## src/rtl/acoustics_pkg.sv

```systemverilog
// acoustics_pkg: shared defaults and FSM encoding for the FFT frame scheduler.
package acoustics_pkg;

  localparam int NUM_CH_DEF      = 4;
  localparam int DATA_W_DEF      = 10;
  localparam int FRAME_LEN_DEF   = 64;
  localparam int TIMEOUT_CYC_DEF = 4096;

  typedef enum logic [1:0] {
    S_IDLE     = 2'd0,
    S_STREAM   = 2'd1,
    S_WAIT_FFT = 2'd2
  } sched_state_e;

endpackage

```

## src/rtl/rr_arbiter.sv

```systemverilog
// rr_arbiter: combinational round-robin pick. Searches upward from
// last_grant+1 (mod NUM_CH) and returns the first pending channel.
module rr_arbiter
  import acoustics_pkg::*;
#(
  parameter int NUM_CH = NUM_CH_DEF,
  localparam int CH_W = (NUM_CH > 1) ? $clog2(NUM_CH) : 1
) (
  input  logic [NUM_CH-1:0] i_pending,
  input  logic [CH_W-1:0]   i_last,
  output logic [CH_W-1:0]   o_grant,
  output logic              o_valid
);

  // Walk offsets from farthest to nearest so the nearest pending channel is written last and wins.
  always_comb begin
    int              w_sum;
    logic [CH_W-1:0] w_idx;
    w_sum   = 0;
    w_idx   = '0;
    o_grant = '0;
    o_valid = 1'b0;
    for (int k = NUM_CH; k >= 1; k--) begin
      w_sum = int'(i_last) + k;
      if (w_sum >= NUM_CH) w_sum = w_sum - NUM_CH;
      w_idx = CH_W'(w_sum);
      if (i_pending[w_idx]) begin
        o_grant = w_idx;
        o_valid = 1'b1;
      end
    end
  end

endmodule

```

## src/rtl/fft_frame_scheduler.sv

```systemverilog
// fft_frame_scheduler: shares one FFT engine among NUM_CH ring buffers.
// Latches frame requests, grants one channel at a time round-robin, streams
// FRAME_LEN samples into the FFT and waits for fft_done before moving on.
// Build macro FRAME_TIMEOUT_EN: abandon the frame if fft_done does not arrive
// within TIMEOUT_CYC cycles of WAIT_FFT and raise a sticky timeout_err.
module fft_frame_scheduler
  import acoustics_pkg::*;
#(
  parameter int NUM_CH      = NUM_CH_DEF,
  parameter int DATA_W      = DATA_W_DEF,
  parameter int FRAME_LEN   = FRAME_LEN_DEF,
  parameter int TIMEOUT_CYC = TIMEOUT_CYC_DEF,
  localparam int CH_W  = (NUM_CH > 1) ? $clog2(NUM_CH) : 1,
  localparam int CNT_W = (FRAME_LEN > 1) ? $clog2(FRAME_LEN) : 1
) (
  input  logic                     i_clk,
  input  logic                     i_reset,
  input  logic [NUM_CH-1:0]        i_ch_req,
  input  logic [NUM_CH-1:0]        i_ch_enable,
  input  logic [NUM_CH*DATA_W-1:0] i_ch_data,
  output logic [NUM_CH-1:0]        o_ch_send_frame,
  output logic [DATA_W-1:0]        o_fft_data,
  output logic                     o_fft_data_valid,
  input  logic                     i_fft_done,
  output logic                     o_busy,
  output logic [CH_W-1:0]          o_active_ch,
  output logic [15:0]              o_frame_count,
  output logic                     o_timeout_err
);

  if (NUM_CH < 2 || FRAME_LEN < 2 || TIMEOUT_CYC < 1) begin : g_bad_params
    $error("fft_frame_scheduler: unsupported parameter set");
  end

  sched_state_e                  r_state;
  logic [NUM_CH-1:0]             r_pending;
  logic [NUM_CH-1:0]             r_send;
  logic [CH_W-1:0]               r_active;
  logic [CH_W-1:0]               r_last;
  logic [CNT_W-1:0]              r_cnt;
  logic                          r_busy;
  logic [15:0]                   r_count;
  logic [DATA_W-1:0]             r_data;
  logic                          r_valid;

  logic [NUM_CH-1:0][DATA_W-1:0] w_ch_data;
  logic [NUM_CH-1:0]             w_act_mask;
  logic [NUM_CH-1:0]             w_set;
  logic [NUM_CH-1:0]             w_dis_clr;
  logic [NUM_CH-1:0]             w_fin_clr;
  logic [CH_W-1:0]               w_grant;
  logic                          w_grant_vld;
  logic                          w_done;
  logic                          w_tout;
  logic                          w_finish;

  assign w_ch_data  = i_ch_data;
  assign w_act_mask = NUM_CH'(1) << r_active;
  assign w_done     = (r_state == S_WAIT_FFT) & i_fft_done;
  assign w_finish   = w_done | w_tout;
  assign w_set      = i_ch_req & i_ch_enable;
  // The channel currently holding the engine is immune to disable; it finishes its frame.
  assign w_dis_clr  = ~i_ch_enable & ~(r_busy ? w_act_mask : '0);
  assign w_fin_clr  = w_finish ? w_act_mask : '0;

  rr_arbiter #(.NUM_CH(NUM_CH)) u_arb (
    .i_pending (r_pending),
    .i_last    (r_last),
    .o_grant   (w_grant),
    .o_valid   (w_grant_vld)
  );

  // Pending requests: a new request outranks both disable and completion clears.
  always_ff @(posedge i_clk) begin
    if (i_reset) r_pending <= '0;
    else         r_pending <= w_set | (r_pending & ~w_dis_clr & ~w_fin_clr);
  end

  // Scheduler FSM with registered send_frame / busy / active / frame count.
  always_ff @(posedge i_clk) begin
    if (i_reset) begin
      r_state  <= S_IDLE;
      r_send   <= '0;
      r_active <= '0;
      r_last   <= CH_W'(NUM_CH - 1);
      r_cnt    <= '0;
      r_busy   <= 1'b0;
      r_count  <= '0;
    end else begin
      case (r_state)
        S_IDLE: begin
          if (w_grant_vld) begin
            r_active <= w_grant;
            r_send   <= NUM_CH'(1) << w_grant;
            r_cnt    <= '0;
            r_busy   <= 1'b1;
            r_state  <= S_STREAM;
          end
        end
        S_STREAM: begin
          if (r_cnt == CNT_W'(FRAME_LEN - 1)) begin
            r_send  <= '0;
            r_state <= S_WAIT_FFT;
          end else begin
            r_cnt <= r_cnt + 1'b1;
          end
        end
        S_WAIT_FFT: begin
          if (w_finish) begin
            if (w_done) r_count <= r_count + 16'd1;
            r_last  <= r_active;
            r_busy  <= 1'b0;
            r_state <= S_IDLE;
          end
        end
        default: begin
          r_send  <= '0;
          r_busy  <= 1'b0;
          r_state <= S_IDLE;
        end
      endcase
    end
  end

  // Ring buffers answer one cycle after send_frame, so the FFT beat trails it by one.
  always_ff @(posedge i_clk) begin
    if (i_reset) begin
      r_valid <= 1'b0;
      r_data  <= '0;
    end else begin
      r_valid <= |r_send;
      r_data  <= (|r_send) ? w_ch_data[r_active] : '0;
    end
  end

`ifdef FRAME_TIMEOUT_EN
  localparam int TO_W = $clog2(TIMEOUT_CYC + 1);
  logic [TO_W-1:0] r_wcnt;
  logic            r_tout_err;

  assign w_tout = (r_state == S_WAIT_FFT) & ~i_fft_done & (r_wcnt == TO_W'(TIMEOUT_CYC - 1));

  // Cycles spent in WAIT_FFT for the current frame.
  always_ff @(posedge i_clk) begin
    if (i_reset || r_state != S_WAIT_FFT) r_wcnt <= '0;
    else                                  r_wcnt <= r_wcnt + 1'b1;
  end

  // Sticky timeout flag, cleared only by reset.
  always_ff @(posedge i_clk) begin
    if (i_reset)     r_tout_err <= 1'b0;
    else if (w_tout) r_tout_err <= 1'b1;
  end

  assign o_timeout_err = r_tout_err;
`else
  assign w_tout        = 1'b0;
  assign o_timeout_err = 1'b0;
`endif

  assign o_ch_send_frame  = r_send;
  assign o_fft_data       = r_data;
  assign o_fft_data_valid = r_valid;
  assign o_busy           = r_busy;
  assign o_active_ch      = r_active;
  assign o_frame_count    = r_count;

endmodule

```

## config.mk

```make
export PLATFORM = sky130hd
export DESIGN_NAME = fft_frame_scheduler
export DESIGN_NICKNAME = d
export VERILOG_FILES = /design/src/rtl/acoustics_pkg.sv /design/src/rtl/rr_arbiter.sv /design/src/rtl/fft_frame_scheduler.sv
export SDC_FILE = /design/constraint.sdc
export NUM_CORES = 1
export LEC_CHECK = 0
export ABC_AREA = 1
export BUFFER_PORTS_ARGS = -buffer_cell sky130_fd_sc_hd__buf_2
export CAP_MARGIN = 20
export CORE_UTILIZATION = 49
export DETAILED_ROUTE_END_ITERATION = 10
export PLACE_DENSITY = 0.86
export SYNTH_ARGS = -nofsm -noshare
export SYNTH_HDL_FRONTEND = slang
export SYNTH_SLANG_ARGS = --single-unit
```

## constraint.sdc

```tcl
create_clock -name i_clk -period 1.9 [get_ports i_clk]
set_input_delay 0.38 -clock i_clk [delete_from_list [all_inputs] [get_ports i_clk]]
set_output_delay 0.38 -clock i_clk [all_outputs]
set_load 0.05 [all_outputs]
```

==> impl_metrics.env, run 1 <==
export IMPL_fillers=423
export IMPL_clock_tree_from_tritoncts="done"
export IMPL_post_cts_resized=0
export IMPL_cell_area_reported_after_detailed_placement_um2=2900
export IMPL_critPathArrivalTime_ps=1780
export IMPL_ys_ff_latch=48
export IMPL_gr_total_overflow=0
export IMPL_first_pass_grt_wire_length_mm=9.63
export IMPL_critical_path_reg2reg_startpoint="r_last[0]"
export IMPL_synth_seq_area_share_pct=40.1
export IMPL_powerDensity_nw_per_um2=787
export IMPL_cts_root_to_sink_buffers=2
export IMPL_switching_share_pct=31.7
export IMPL_clock_power_share_pct=31.3
export IMPL_design_portCount=86
export IMPL_die_extent_in_y_um=71.9
export IMPL_hold_ws_ps=322
export IMPL_critPathSlowestCell="sky130_fd_sc_hd__dfxtp_1"
export IMPL_clock_sink_count=48
export IMPL_dp_hpwl_mm=4.51
export IMPL_timing_setup_tns_ps=0
export IMPL_total_power_mw=2.37
export IMPL_cts_root_buf="sky130_fd_sc_hd__clkbuf_8"
export IMPL_synthesis_warning_total=0
export IMPL_global_route_usage_total_pct=23.5
export IMPL_cts_htree_levels=2
export IMPL_stdcell_area_um2=3020
export IMPL_syn_num_nets=381
export IMPL_grt_pass1_vias=2300
export IMPL_internal_power_mw=1.62
export IMPL_min_from="i_ch_req[2]"
export IMPL_min_delay_path_class="in2reg"
export IMPL_drt_pre_antenna_iters=4
export IMPL_totalWireLength_mm=5.81
export IMPL_result_of_the_run="complete, no violations"
export IMPL_finClkSkew_ps=8.86
export IMPL_power_switching_mw=0.751
export IMPL_initial_utilization_pct=50.7
export IMPL_ctsHoldBuffers=0
export IMPL_clkTransAtPathRegs_ps=80
export IMPL_utilization_pct=63.9
export IMPL_mean_routed_wirelength_per_cell_um=12.0
export IMPL_die_area_um2=5170
export IMPL_final_max_slew_violation_count=0
export IMPL_post_synth_inst_count=328
export IMPL_post_route_min_period_ps=1600
export IMPL_crit_type="reg2reg"
export IMPL_report_final_hold_viol_count=0
export IMPL_power_frac_seq_pct=46.0
export IMPL_cts_buffers_inserted=5
export IMPL_rows=25
export IMPL_clock_fmax_ghz=0.626
export IMPL_cap_violations=0
export IMPL_worst_pin_slew_ps=960
export IMPL_insertedDiodeCount=0
export IMPL_setup_violations_final=0
export IMPL_crit_path_max_incr_delay_ps=520
export IMPL_postRouteAntennaNets=0
export IMPL_synth_cell_type_count=36
export IMPL_cts_repair_timing_setup_buffer_count=0
export IMPL_final_layout_size_suffix_gt1_share_pct=28.1
export IMPL_synthesis_area_um2=2390
export IMPL_worst_setup_path_end_kind="register"
export IMPL_worstSetupStartpoint="r_last[0]"
export IMPL_avgSynthCellArea_um2=7.30
export IMPL_grt_setup_unrepaired="false"
export IMPL_area_growth_pct=26.0
export IMPL_crit_path_cell_trace="inv_4 -> nand2_1 -> nand2_1 -> a21oi_1 -> and2_4 -> nor2_4 -> nor2_4 -> inv_1 -> nand2_1 -> a21oi_1"
export IMPL_largest_net_degree_at_the_start_of_global_routing=23
export IMPL_start_kind="register"
export IMPL_core_area_um2=4720
export IMPL_static_leakage_power_nw=1.38
export IMPL_die_width_um=71.9
export IMPL_routability_congestion_estimate_from_global_placement=0.890
export IMPL_required_ps=2080
export IMPL_timing_max_slew_rel_slack_pct=35.3
export IMPL_vdd_ir_drop_max_mv=0.415
export IMPL_drc=0
export IMPL_power_share_combinational_pct=22.7
export IMPL_largest_driver_fanout_on_the_critical_path=10
export IMPL_most_used_cell_along_the_critical_path="sky130_fd_sc_hd__nand2_1"
export IMPL_routed_via_density=5.12
export IMPL_route_vias_total=2476
export IMPL_detail_route_iter0_violations=168
export IMPL_clock_insertion_delay_worst_skew_ps=300
export IMPL_grt_antenna_before_repair=0
export IMPL_port_buffers=84
export IMPL_final_cycle_share_pct=84.1
export IMPL_final_net_count=469
[cell type report]
class	count	area, um^2	area share, %
clock buffer	5	68.8	2.28
clock inverter	3	46.3	1.53
inverter	37	141	4.69
multi-input combinational	235	1260	41.7
sequential	48	961	31.9
tap	67	83.8	2.78
timing repair buffer	89	458	15.2
[path summary, 6_finish.rpt]
kind	to	slack, ps	depth (start not counted)
worst max-delay path	r_cnt[3]	300	10
worst min-delay path	r_pending[2]	320	3
worst max register to register	r_cnt[3]	300	10
worst min register to register	o_frame_count[12]	490	2
[synthesized netlist by cell type]
master                     count  area (um^2)
sky130_fd_sc_hd__o41ai_1       1         8.76
sky130_fd_sc_hd__xnor2_1       5         43.8
sky130_fd_sc_hd__o211ai_1      2         15.0
sky130_fd_sc_hd__nand4_2       1         12.5
sky130_fd_sc_hd__nor3_1        5         25.0
sky130_fd_sc_hd__nor2_4        5         56.3
sky130_fd_sc_hd__inv_1        32          120
sky130_fd_sc_hd__clkbuf_1      6         22.5
sky130_fd_sc_hd__nor2_2        1         6.26
sky130_fd_sc_hd__or2_2         2         12.5
sky130_fd_sc_hd__or2_4         1         8.76
sky130_fd_sc_hd__nand3_2       1         10.0
sky130_fd_sc_hd__o21ai_2       1         8.76
sky130_fd_sc_hd__clkinv_1      2         7.51
sky130_fd_sc_hd__and2_4        1         8.76
sky130_fd_sc_hd__nand2_1      73          274
sky130_fd_sc_hd__a21oi_1      38          190
sky130_fd_sc_hd__a211o_1       1         8.76
sky130_fd_sc_hd__a22oi_1      20          150
sky130_fd_sc_hd__ha_1          2         25.0
sky130_fd_sc_hd__o21a_1        1         7.51
sky130_fd_sc_hd__o21ai_0      11         55.1
sky130_fd_sc_hd__inv_4         1         6.26
sky130_fd_sc_hd__o221ai_1      3         26.3
sky130_fd_sc_hd__nor2_1       34          128
sky130_fd_sc_hd__inv_2         2         7.51
sky130_fd_sc_hd__dfxtp_1      48          961
sky130_fd_sc_hd__buf_4         1         7.51
sky130_fd_sc_hd__nand4_1       4         25.0
sky130_fd_sc_hd__nand3_4       1         17.5
sky130_fd_sc_hd__buf_6         1         11.3
sky130_fd_sc_hd__nand4_4       1         21.3
sky130_fd_sc_hd__o21ai_1       2         10.0
sky130_fd_sc_hd__nand3_1      16         80.1
sky130_fd_sc_hd__o221a_2       1         11.3
sky130_fd_sc_hd__conb_1        1         3.75
[worst max-delay path, delay by kind of cell, from the launching register on]
| kind | cells | cell delay, ps |
|---|---|---|
| simple gates | 6 | 580 |
| flops | 1 | 520 |
| compound gates | 2 | 210 |
| buf+inv | 2 | 170 |
[placed cells by master (no fill, tap or decap), types with 2 or more instances in the layout]
cell                       netlist  final
sky130_fd_sc_hd__o21ai_0        11     11
sky130_fd_sc_hd__or2_2           2      2
sky130_fd_sc_hd__buf_2           0     84
sky130_fd_sc_hd__a21oi_1        38     38
sky130_fd_sc_hd__nand2_1        73     73
sky130_fd_sc_hd__buf_4           1      5
sky130_fd_sc_hd__o21ai_1         2      2
sky130_fd_sc_hd__nor2_4          5      5
sky130_fd_sc_hd__inv_2           2      2
sky130_fd_sc_hd__o211ai_1        2      2
sky130_fd_sc_hd__nand4_1         4      4
sky130_fd_sc_hd__ha_1            2      2
sky130_fd_sc_hd__nor3_1          5      5
sky130_fd_sc_hd__clkinv_1        2      2
sky130_fd_sc_hd__xnor2_1         5      5
sky130_fd_sc_hd__clkbuf_8        0      5
sky130_fd_sc_hd__dfxtp_1        48     48
sky130_fd_sc_hd__nor2_1         34     34
sky130_fd_sc_hd__nand3_1        16     16
sky130_fd_sc_hd__a22oi_1        20     20
sky130_fd_sc_hd__inv_1          32     32
sky130_fd_sc_hd__o221ai_1        3      3
[metal layers]
| layer | track usage (%) | up-vias | share of wire, % |
|---|---|---|---|
| li1 | - | 1272 | - |
| met1 | 25.8 | 1113 | 40 |
| met2 | 45.0 | 81 | 52 |
| met3 | 5.42 | 10 | 6.4 |
| met4 | 6.75 | 0 | 1.5 |
| met5 | 0 | - | 0 |
[through the flow]
step,instances,setup slack [ps]
global route,484,136
CTS,484,294
global placement,476,339
detailed placement,476,306
finish,484,302
floorplan,328,76.1
[state kept, by name, summed over array words and instances, names as in the netlist, 2 cells and up]
name             count
r_last               2
o_ch_send_frame      4
r_cnt                6
r_pending            4
r_state              2
o_active_ch          2
o_fft_data          10
o_frame_count       16
[cells by family after synthesis]
kind of cell | count (synthesis) | synth area share (%)
compound gates | 81 | 20.5
xor+xnor | 5 | 1.83
fa+ha+maj | 2 | 1.05
buf+inv | 45 | 7.63
flops | 48 | 40.1
other cells | 1 | 0.157
simple gates | 146 | 28.6
[power groups by stage]
| stage | clock [mW] | combinational, mW | sequential, mW |
|---|---|---|---|
| 4_1_cts | 0.762 | 0.541 | 1.09 |
| 2_1_floorplan | 0 | 0.234 | 1.26 |
| 3_3_place_gp | 0 | 0.530 | 1.11 |
| 3_5_place_dp | 0 | 0.539 | 1.12 |
| 6_report | 0.743 | 0.538 | 1.09 |
| 5_1_grt | 0.803 | 0.595 | 1.10 |
No activity file was read; power rests on OpenSTA's default activity.
==> run 2, diff against run 1 <==
- clock period: 1.9 -> 1.47 ns (I/O delays scaled with it)
==> run 2 against run 1 <==
Net effect: flip-flop and latch count did not move; via count rose by 5.3%; cell area rose by 6.8%; critical path type unchanged; largest cell class unchanged; largest power group unchanged.
==> impl_metrics.env, run 2 (synthesis gave the netlist of run 1 again) <==
export IMPL_finClkSkew_ps=7.51
export IMPL_switching_share_pct=31.8
export IMPL_area_growth_pct=34.6
export IMPL_start_kind="register"
export IMPL_required_ps=1700
export IMPL_static_leakage_power_nw=1.44
export IMPL_clock_tree_from_tritoncts="done"
export IMPL_critical_path_top_delay_family="simple AND/OR/NAND/NOR gates"
export IMPL_critPathSlowestCell="sky130_fd_sc_hd__dfxtp_4"
export IMPL_gr_total_overflow=0
export IMPL_die_width_um=71.9
export IMPL_crit_type="reg2reg"
export IMPL_worst_setup_path_end_kind="register"
export IMPL_final_net_count=479
export IMPL_critical_path_depth=11
export IMPL_final_layout_size_suffix_gt1_share_pct=39.8
export IMPL_detail_route_iter0_violations=214
export IMPL_routed_via_density=5.28
export IMPL_final_max_slew_violation_count=0
export IMPL_core_area_um2=4720
export IMPL_cts_htree_levels=2
export IMPL_crit_path_max_incr_delay_ps=420
export IMPL_grt_pass1_vias=2222
export IMPL_clock_insertion_delay_worst_skew_ps=300
export IMPL_power_share_combinational_pct=24.2
export IMPL_dpl_cell_count=484
export IMPL_utilization_pct=68.2
export IMPL_insertedDiodeCount=0
export IMPL_min_delay_path_class="in2reg"
export IMPL_design_portCount=86
export IMPL_fillers=387
export IMPL_final_instance_count_excl_fill=494
export IMPL_final_common_cell="sky130_fd_sc_hd__buf_2"
export IMPL_path_buf_inv=1
export IMPL_final_cycle_share_pct=98.6
export IMPL_crit_path_cell_trace="buf_4 -> nand2_1 -> nand2_2 -> nand2_1 -> nand2_1 -> nand2_2 -> nand2_1 -> nand2_2 -> nand2_2 -> nand3_1 -> a21oi_1"
export IMPL_cts_root_to_sink_buffers=2
export IMPL_cts_buffers_inserted=5
export IMPL_largest_driver_fanout_on_the_critical_path=8
export IMPL_grt_antenna_before_repair=0
export IMPL_commonest_cells_after_routing_fill_and_taps_aside="sky130_fd_sc_hd__buf_2, sky130_fd_sc_hd__nand2_1, sky130_fd_sc_hd__a21oi_1"
export IMPL_initial_utilization_pct=50.7
export IMPL_powerDensity_nw_per_um2=962
export IMPL_port_buffers=84
export IMPL_vdd_ir_drop_max_mv=0.638
export IMPL_drc=0
export IMPL_setup_violations_final=0
export IMPL_dp_hpwl_mm=4.49
export IMPL_first_pass_grt_wire_length_mm=9.47
export IMPL_die_extent_in_y_um=71.9
export IMPL_die_area_um2=5170
export IMPL_result_of_the_run="complete, no violations"
export IMPL_global_route_usage_total_pct=22.9
export IMPL_worst_r2r_cell_count=11
export IMPL_clkTransAtPathRegs_ps=90
export IMPL_largest_net_degree_at_the_start_of_global_routing=23
export IMPL_critPathArrivalTime_ps=1680
export IMPL_power_switching_mw=0.987
export IMPL_ctsHoldBuffers=0
export IMPL_drt_pre_antenna_iters=4
export IMPL_route_vias_total=2606
export IMPL_cts_root_buf="sky130_fd_sc_hd__clkbuf_8"
export IMPL_clock_sink_count=48
export IMPL_post_route_min_period_ps=1450
export IMPL_report_final_hold_viol_count=0
export IMPL_power_frac_seq_pct=45.5
export IMPL_clock_fmax_ghz=0.690
export IMPL_clock_power_share_pct=30.3
export IMPL_min_path_cells=3
export IMPL_total_power_mw=3.10
export IMPL_cap_violations=0
export IMPL_routability_congestion_estimate_from_global_placement=0.963
export IMPL_postRouteAntennaNets=0
export IMPL_largest_register_ffs=16
export IMPL_internal_power_mw=2.11
export IMPL_grt_setup_unrepaired="true"
export IMPL_rows=25
export IMPL_totalWireLength_mm=6.18
export IMPL_mean_routed_wirelength_per_cell_um=12.5
-- run 2: layout make-up --
type / count / area [um^2] / share of cell area [%]
multi-input combinational: 235 / 1360 / 42.1
timing repair buffer: 99 / 533 / 16.5
clock inverter: 2 / 35.0 / 1.09
sequential: 48 / 998 / 31.0
inverter: 37 / 144 / 4.47
tap: 67 / 83.8 / 2.60
clock buffer: 6 / 72.6 / 2.25
-- run 2: metrics by stage --
stage	area, um^2	setup WS (ps)	hold slack, ps	setup TNS (ps)
floorplan	2420	-26.0	434	-26.0
global placement	2990	-22.9	449	-55.7
detailed placement	2990	-89.5	454	-358
CTS	3110	3.67	215	0
global route	3220	-78.9	225	-459
finish	3220	20.7	218	0
-- run 2: path summary, 6_finish.rpt --
| check | start | endpoint | slack [ps] |
|---|---|---|---|
| min reg2reg | o_frame_count[0] | o_frame_count[0] | 470 |
| max reg2reg | r_last[0] | o_ch_send_frame[1] | 20 |
| min | i_ch_req[2] | r_pending[2] | 220 |
| max | r_last[0] | o_ch_send_frame[1] | 20 |
-- run 2: power by group through the flow --
stage / registers [mW] / logic (mW) / clock network [mW]
5_1_grt: 1.42 / 0.810 / 1.02
2_1_floorplan: 1.61 / 0.303 / 0
6_report: 1.41 / 0.749 / 0.941
4_1_cts: 1.41 / 0.711 / 0.963
3_3_place_gp: 1.44 / 0.699 / 0
3_5_place_dp: 1.44 / 0.709 / 0
-- run 2: worst register-to-register path, stage by stage (launching register included) --
cell	delay, ps
sky130_fd_sc_hd__dfxtp_4	420
sky130_fd_sc_hd__buf_4	130
sky130_fd_sc_hd__nand2_1	60
sky130_fd_sc_hd__nand2_2	90
sky130_fd_sc_hd__nand2_1	70
sky130_fd_sc_hd__nand2_1	80
sky130_fd_sc_hd__nand2_2	70
sky130_fd_sc_hd__nand2_1	80
sky130_fd_sc_hd__nand2_2	70
sky130_fd_sc_hd__nand2_2	100
sky130_fd_sc_hd__nand3_1	80
sky130_fd_sc_hd__a21oi_1	120
-- run 2: what timing repair did --
action,CTS,global route
buffers inserted,0,2
resized for setup,3,34
endpoints found under the setup margin,11,16
pin swaps,0,9
gates cloned,0,0
-- run 2: metal layers --
layer | share of wire [%] | vias up | GRT usage, % | wire (um)
met5 | 0 | - | 0 | 0
met4 | 1.6 | 0 | 5.88 | 96
met3 | 6.7 | 15 | 4.58 | 417
met2 | 52 | 100 | 41.9 | 3200
met1 | 40 | 1197 | 27.4 | 2470
li1 | - | 1294 | - | -
